===== src/rtl/uart_pkg.sv =====
// Shared types and defaults for the UART receive path.
// Defining UART_RX_PARITY_EN adds the PARITY state to the receiver state enum.
package uart_pkg;

    localparam int UART_CLKS_PER_BIT = 16;

    typedef enum logic [2:0] {
        IDLE      = 3'd0,
        START     = 3'd1,
        DATA      = 3'd2,
`ifdef UART_RX_PARITY_EN
        PARITY    = 3'd3,
`endif
        STOP      = 3'd4,
        WAIT_IDLE = 3'd5
    } uart_rx_state_t;

    // Bit value that makes the total count of ones (data + parity) even.
    function automatic logic even_parity_bit(input logic [7:0] data);
        return ^data;
    endfunction

endpackage


===== src/rtl/uart_rx_sync.sv =====
// Two-flop synchronizer for the serial line plus a falling-edge detect on the
// synchronized value. Flops reset high so an idle line never looks like a start.
module uart_rx_sync (
    input  logic rx_clk,
    input  logic rst_n,
    input  logic async_in,
    output logic sync_out,
    output logic fall
);

    logic meta_q;
    logic sync_q;
    logic prev_q;

    always_ff @(posedge rx_clk) begin
        if (!rst_n) begin
            meta_q <= 1'b1;
            sync_q <= 1'b1;
            prev_q <= 1'b1;
        end else begin
            meta_q <= async_in;
            sync_q <= meta_q;
            prev_q <= sync_q;
        end
    end

    assign sync_out = sync_q;
    assign fall     = prev_q & ~sync_q;

endmodule


===== src/rtl/uart_rx_framer.sv =====
// UART receive framer: 8N1 (or 8E1 with UART_RX_PARITY_EN) into a one-byte
// holding register with valid/ready hand-off and error/overrun pulses.
//
// state     | meaning
// ----------+-----------------------------------------------------------
// IDLE      | line idle, waiting for a synchronized falling edge
// START     | half-bit wait, then confirm the start bit is still low
// DATA      | sample 8 data bits at mid-bit, LSB first
// PARITY    | sample the even-parity bit (UART_RX_PARITY_EN only)
// STOP      | sample stop bit: high = good frame, low = framing error
// WAIT_IDLE | after a framing error, wait for the line to return high
module uart_rx_framer
    import uart_pkg::*;
#(
    parameter int CLKS_PER_BIT = UART_CLKS_PER_BIT
) (
    input  logic       rx_clk,
    input  logic       rst_n,
    input  logic       rx_serial_data,
    output logic [7:0] rx_parallel_data,
    output logic       rx_valid,
    input  logic       rx_ready,
    output logic       rx_done,
    output logic       frame_err,
`ifdef UART_RX_PARITY_EN
    output logic       parity_err,
`endif
    output logic       overrun,
    output logic       busy
);

    localparam int CNT_W = $clog2(CLKS_PER_BIT);
    localparam logic [CNT_W-1:0] HALF_M1 = CNT_W'(CLKS_PER_BIT / 2 - 1);
    localparam logic [CNT_W-1:0] FULL_M1 = CNT_W'(CLKS_PER_BIT - 1);

    logic line;
    logic line_fall;

    uart_rx_sync u_sync (
        .rx_clk   (rx_clk),
        .rst_n    (rst_n),
        .async_in (rx_serial_data),
        .sync_out (line),
        .fall     (line_fall)
    );

    uart_rx_state_t   state_q;
    logic [CNT_W-1:0] cnt_q;
    logic [2:0]       bit_cnt_q;
    logic [7:0]       shift_q;
    logic             good_q;
    logic             frame_err_q;
`ifdef UART_RX_PARITY_EN
    logic             par_bad_q;
    logic             parity_err_q;
`endif

    // cnt_q is a down-counter; each sample happens on its terminal count.
    always_ff @(posedge rx_clk) begin
        if (!rst_n) begin
            state_q     <= IDLE;
            cnt_q       <= '0;
            bit_cnt_q   <= '0;
            shift_q     <= '0;
            good_q      <= 1'b0;
            frame_err_q <= 1'b0;
`ifdef UART_RX_PARITY_EN
            par_bad_q    <= 1'b0;
            parity_err_q <= 1'b0;
`endif
        end else begin
            good_q      <= 1'b0;
            frame_err_q <= 1'b0;
`ifdef UART_RX_PARITY_EN
            parity_err_q <= 1'b0;
`endif
            case (state_q)
                IDLE: begin
                    if (line_fall) begin
                        state_q <= START;
                        cnt_q   <= HALF_M1;
                    end
                end
                START: begin
                    if (cnt_q == '0) begin
                        if (!line) begin
                            state_q   <= DATA;
                            cnt_q     <= FULL_M1;
                            bit_cnt_q <= '0;
                        end else begin
                            state_q <= IDLE;
                        end
                    end else begin
                        cnt_q <= cnt_q - 1'b1;
                    end
                end
                DATA: begin
                    if (cnt_q == '0) begin
                        shift_q   <= {line, shift_q[7:1]};
                        cnt_q     <= FULL_M1;
                        bit_cnt_q <= bit_cnt_q + 3'd1;
                        if (bit_cnt_q == 3'd7) begin
`ifdef UART_RX_PARITY_EN
                            state_q <= PARITY;
`else
                            state_q <= STOP;
`endif
                        end
                    end else begin
                        cnt_q <= cnt_q - 1'b1;
                    end
                end
`ifdef UART_RX_PARITY_EN
                PARITY: begin
                    if (cnt_q == '0) begin
                        par_bad_q    <= even_parity_bit(shift_q) ^ line;
                        parity_err_q <= even_parity_bit(shift_q) ^ line;
                        state_q      <= STOP;
                        cnt_q        <= FULL_M1;
                    end else begin
                        cnt_q <= cnt_q - 1'b1;
                    end
                end
`endif
                STOP: begin
                    if (cnt_q == '0) begin
                        if (line) begin
`ifdef UART_RX_PARITY_EN
                            good_q <= ~par_bad_q;
`else
                            good_q <= 1'b1;
`endif
                            state_q <= IDLE;
                        end else begin
                            frame_err_q <= 1'b1;
                            state_q     <= WAIT_IDLE;
                        end
                    end else begin
                        cnt_q <= cnt_q - 1'b1;
                    end
                end
                WAIT_IDLE: begin
                    if (line) begin
                        state_q <= IDLE;
                    end
                end
                default: state_q <= IDLE;
            endcase
        end
    end

    logic [7:0] data_q, data_d;
    logic       valid_q, valid_d;
    logic       done_q, done_d;
    logic       ovr_q, ovr_d;

    // A completing frame may refill the register in the same cycle it is consumed.
    always_comb begin
        data_d  = data_q;
        valid_d = valid_q;
        done_d  = 1'b0;
        ovr_d   = 1'b0;
        if (valid_q && rx_ready) begin
            valid_d = 1'b0;
        end
        if (good_q) begin
            if (!valid_q || rx_ready) begin
                data_d  = shift_q;
                valid_d = 1'b1;
                done_d  = 1'b1;
            end else begin
                ovr_d = 1'b1;
            end
        end
    end

    always_ff @(posedge rx_clk) begin
        if (!rst_n) begin
            data_q  <= 8'h00;
            valid_q <= 1'b0;
            done_q  <= 1'b0;
            ovr_q   <= 1'b0;
        end else begin
            data_q  <= data_d;
            valid_q <= valid_d;
            done_q  <= done_d;
            ovr_q   <= ovr_d;
        end
    end

    assign rx_parallel_data = data_q;
    assign rx_valid         = valid_q;
    assign rx_done          = done_q;
    assign overrun          = ovr_q;
    assign frame_err        = frame_err_q;
`ifdef UART_RX_PARITY_EN
    assign parity_err       = parity_err_q;
`endif
    assign busy             = (state_q != IDLE);

endmodule


===== config.mk =====
export PLATFORM = sky130hd
export DESIGN_NAME = uart_rx_framer
export DESIGN_NICKNAME = d
export VERILOG_FILES = /design/src/rtl/uart_pkg.sv /design/src/rtl/uart_rx_sync.sv /design/src/rtl/uart_rx_framer.sv
export SDC_FILE = /design/constraint.sdc
export NUM_CORES = 1
export LEC_CHECK = 0
export BUFFER_PORTS_ARGS = -buffer_cell sky130_fd_sc_hd__buf_2
export CORE_UTILIZATION = 50
export CTS_BUF_LIST = sky130_fd_sc_hd__clkbuf_8 sky130_fd_sc_hd__clkbuf_16
export DETAILED_ROUTE_END_ITERATION = 6
export GPL_TIMING_DRIVEN = 0
export PLACE_DENSITY = 0.7
export SLEW_MARGIN = 30
export SYNTH_ARGS = -nofsm -noshare
export SYNTH_HDL_FRONTEND = slang
export SYNTH_HIERARCHICAL = 1
export SYNTH_SLANG_ARGS = --single-unit

===== constraint.sdc =====
create_clock -name rx_clk -period 5.1 [get_ports rx_clk]
set_clock_uncertainty 0.05 [all_clocks]
set_input_delay 0 -clock rx_clk [delete_from_list [all_inputs] [get_ports rx_clk]]
set_output_delay 0 -clock rx_clk [all_outputs]
set_load 0.05 [all_outputs]

==> metrics.md <==
| Metric | Value |
|---|---|
| Root Buffer | clkbuf_8 |
| Mean Syn Cell Area | 9.74 um^2 |
| Synthesized-area fraction occupied by adder cells | 0.0264 |
| Multiplexer share of the synthesized area | 0.128 |
| Commonest cells in the netlist | 34 x dfxtp_1, 24 x nor2_1, 17 x mux2i_1 |
| Setup TNS | 0 ns |
| Power share of the combinational group | 0.082 |
| Post-route clock period utilization | 0.381 |
| Largest net degree at the start of global routing | 11 |
| GPL Wtd Cong | 0.853 |
| Half-perimeter wire length after placement | 1710 um |
| Initial antenna violation count | 0 |
| Synth unique cells | 39 |
| Height of the die | 55.3 um |
| HP Class | flip-flop to flip-flop |
| Yosys warns | 6 |
| Net Sw Power | 0.118 mW |
| Post-Syn Nets | 153 |
| Minimum hold slack | 0.366 ns |
| Max-slew headroom | 0.576 |
| Max Root-Sink Buffers | 2 |
| Top_reg_cell synth | dfxtp_1 |
| Number of remaining DRC errors | 0 |
| Area growth from synthesis to layout | 17.5% |
| Simple-gate share of the synthesized area | 0.206 |
| Sequential fraction of the synthesis area | 0.479 |
| PortBufs | 16 |
| Routed wire length | 2470 um |
| Post-synth EDFFs | 0 |
| Initial DRC count | 19 |
| RSZ-0062 raised after global routing | false |
| First-pass GRT wire length | 4310 um |
| Clk Latency, worst-skew pair | 0.28 ns |
| Post-Route Utilization | 0.645 |
| Final Max Slew Viols | 0 |
| CP Capture Type | flip-flop |
| FF+latch count, synth | 34 |
| Crit path kind | flip-flop to flip-flop |
| Run status | complete, no violations |
| TritonCTS Buffers | 5 |
| Synth area leader | dfxtp_1 |
| Worst slew pin tran | 0.631 ns |
| Chip Width | 55.3 um |
| ANT nets after route | 0 |
| XOR/XNOR Fraction of Synth Area | 0.00616 |
| Synth top area share | 0.479 |
| Die area | 3060 um^2 |
| Layout cells sized above 1 | 0.195 |
| Grt total ovfl | 0 |
| Most frequent cell after synthesis | dfxtp_1 |
| # rows | 18 |
| PwrDens | 307 nW/um^2 |
| H-Tree Depth | 2 |
| Clk sinks | 34 |
| Total number of vias | 1,083 |
| Startpoint Class | flip-flop |
| Final Critical Period | 1.94 ns |
| Clock share of power | 0.386 |
| Peak Freq | 0.515 GHz |
| WP data arrival | 2.07 ns |
| FILL cells | 224 |
| Fin nets | 180 |
| Compound-Gate Fraction of Synth Area | 0.103 |
| CTS tree | done |
| Cells after Synth | 146 |
| Largest family of logic cells by synthesized area | simple AND/OR/NAND/NOR gates |
| Reg power frac | 0.532 |
| Final Hold Vio Count | 0 |
| Endpoints failing setup | 0 |
| Routed len/inst | 12.1 um |
| Switching Fraction | 0.230 |
| Clock slew at reported path FFs | 0.07 ns |
| Pleak | 0.828 nW |
| IO Pins | 17 |
| Worst VDD drop | 0.233 mV |
| Via density | 5.31 |
| Ant diodes | 0 |
| WP data required | 5.23 ns |
| Drt pass-1 iters | 4 |
| Max-cap violations | 0 |
| Area contributors post-synth | dfxtp_1 48%, mux2i_1 12%, nor2_1 6.3%, ha_1 2.6%, nand2b_1 2.2% |
| Total track usage | 0.178 |
| Int Power | 0.395 mW |
| Vias in the first global route | 984 |
| Synthesized area | 1420 um^2 |
| Initial Util | 0.549 |
| Critical-path maximum fanout | 5 |
| Core ar. | 2590 um^2 |
| Asr flop ratio synth | 0 |
-- power by group through the flow --
stage               combinational [mW]  clock, mW  sequential, mW
finish                          0.0419      0.198           0.273
floorplan                       0.0308          0           0.278
global placement                0.0384          0           0.279
global route                    0.0467      0.217           0.273
detailed placement              0.0393          0           0.279
CTS                             0.0418      0.205           0.273
-- critical path: stages (launching register included) --
cell and delay (ns):
dfxtp_1 0.37, inv_1 0.06, ha_1 0.23, nor3b_2 0.18
a311oi_1 0.58, o22ai_1 0.16, a32o_1 0.22
-- layout make-up --
type	instances	area, um^2	area share
tap	30	37.5	0.0225
multi-input combinational	99	667	0.399
clock buffer	6	82.6	0.0494
sequential	34	681	0.407
buffer	8	55.1	0.0330
timing repair buffer	20	120	0.0719
inverter	5	18.8	0.0112
clock inverter	2	8.76	0.00524
-- what timing repair did --
action | 4_1_cts | 5_1_grt
hold buffers | 4 | 0
endpoints found under the hold margin | 5 | 0
buffers inserted | 0 | 0
gates resized for setup | 0 | 0
-- routing by layer --
layer	global-route usage	up-vias	part of all wire
met3	0.0562	2	0.037
met1	0.232	507	0.48
met4	0.0643	0	0.0077
li1	-	557	-
met5	0	-	0
met2	0.277	17	0.47
-- placed cells by master (no fill, tap or decap), types with 2 or more instances in the layout --
| master | synthesis | final |
|---|---|---|
| nand2_1 | 4 | 4 |
| nor2b_1 | 4 | 4 |
| o22ai_1 | 2 | 2 |
| buf_2 | 2 | 18 |
| dfxtp_1 | 34 | 34 |
| nand2b_1 | 5 | 5 |
| inv_1 | 5 | 6 |
| ha_1 | 3 | 3 |
| clkbuf_8 | 0 | 6 |
| and2_1 | 2 | 2 |
| a211oi_1 | 2 | 2 |
| nand4b_1 | 2 | 2 |
| o21ai_0 | 5 | 5 |
| buf_6 | 2 | 2 |
| nor2_1 | 24 | 24 |
| clkbuf_1 | 2 | 2 |
| dlygate4sd3_1 | 0 | 4 |
| buf_4 | 2 | 2 |
| nor3_1 | 6 | 6 |
| a21oi_1 | 3 | 3 |
| mux2i_1 | 17 | 17 |
-- state kept, by name, indices dropped and copies added, names as in the netlist, 3 cells and up --
| signal | cells |
|---|---|
| rx_parallel_data | 8 |
| shift_q | 8 |
| bit_cnt_q | 3 |
| state_q | 3 |
| cnt_q | 4 |
-- kinds of logic (layout without fill, tap and decap cells) --
logic type,Yosys count,after routing
AOI/OAI and AO/OA,21,21
muxes,18,18
buffers and inverters,13,41
DFF,34,34
adders and majority gates,3,3
and+or+nand+nor,56,56
xor gates and xnor gates,1,1
-- worst paths after layout --
kind	startpoint	endpoint	slack (ns)	cells past startpoint
worst min-delay path	u_sync/meta_q	u_sync/sync_out	0.37	1
worst max register to register	cnt_q[0]	cnt_q[3]	3.16	6
worst min register to register	u_sync/meta_q	u_sync/sync_out	0.37	1
worst max-delay path	cnt_q[0]	cnt_q[3]	3.16	6
-- per-stage QoR --
| step | setup slack, ns | power, mW | cell area (um^2) | std cells |
|---|---|---|---|---|
| 3_5_place_dp | 3.18 | 0.318 | 1540 | 192 |
| 2_1_floorplan | 3.39 | 0.309 | 1420 | 146 |
| 5_1_grt | 3.01 | 0.537 | 1670 | 204 |
| 4_1_cts | 3.17 | 0.519 | 1670 | 204 |
| 6_report | 3.16 | 0.513 | 1670 | 204 |
| 3_3_place_gp | 3.23 | 0.317 | 1540 | 192 |
Power figures use the tool's default switching activity.
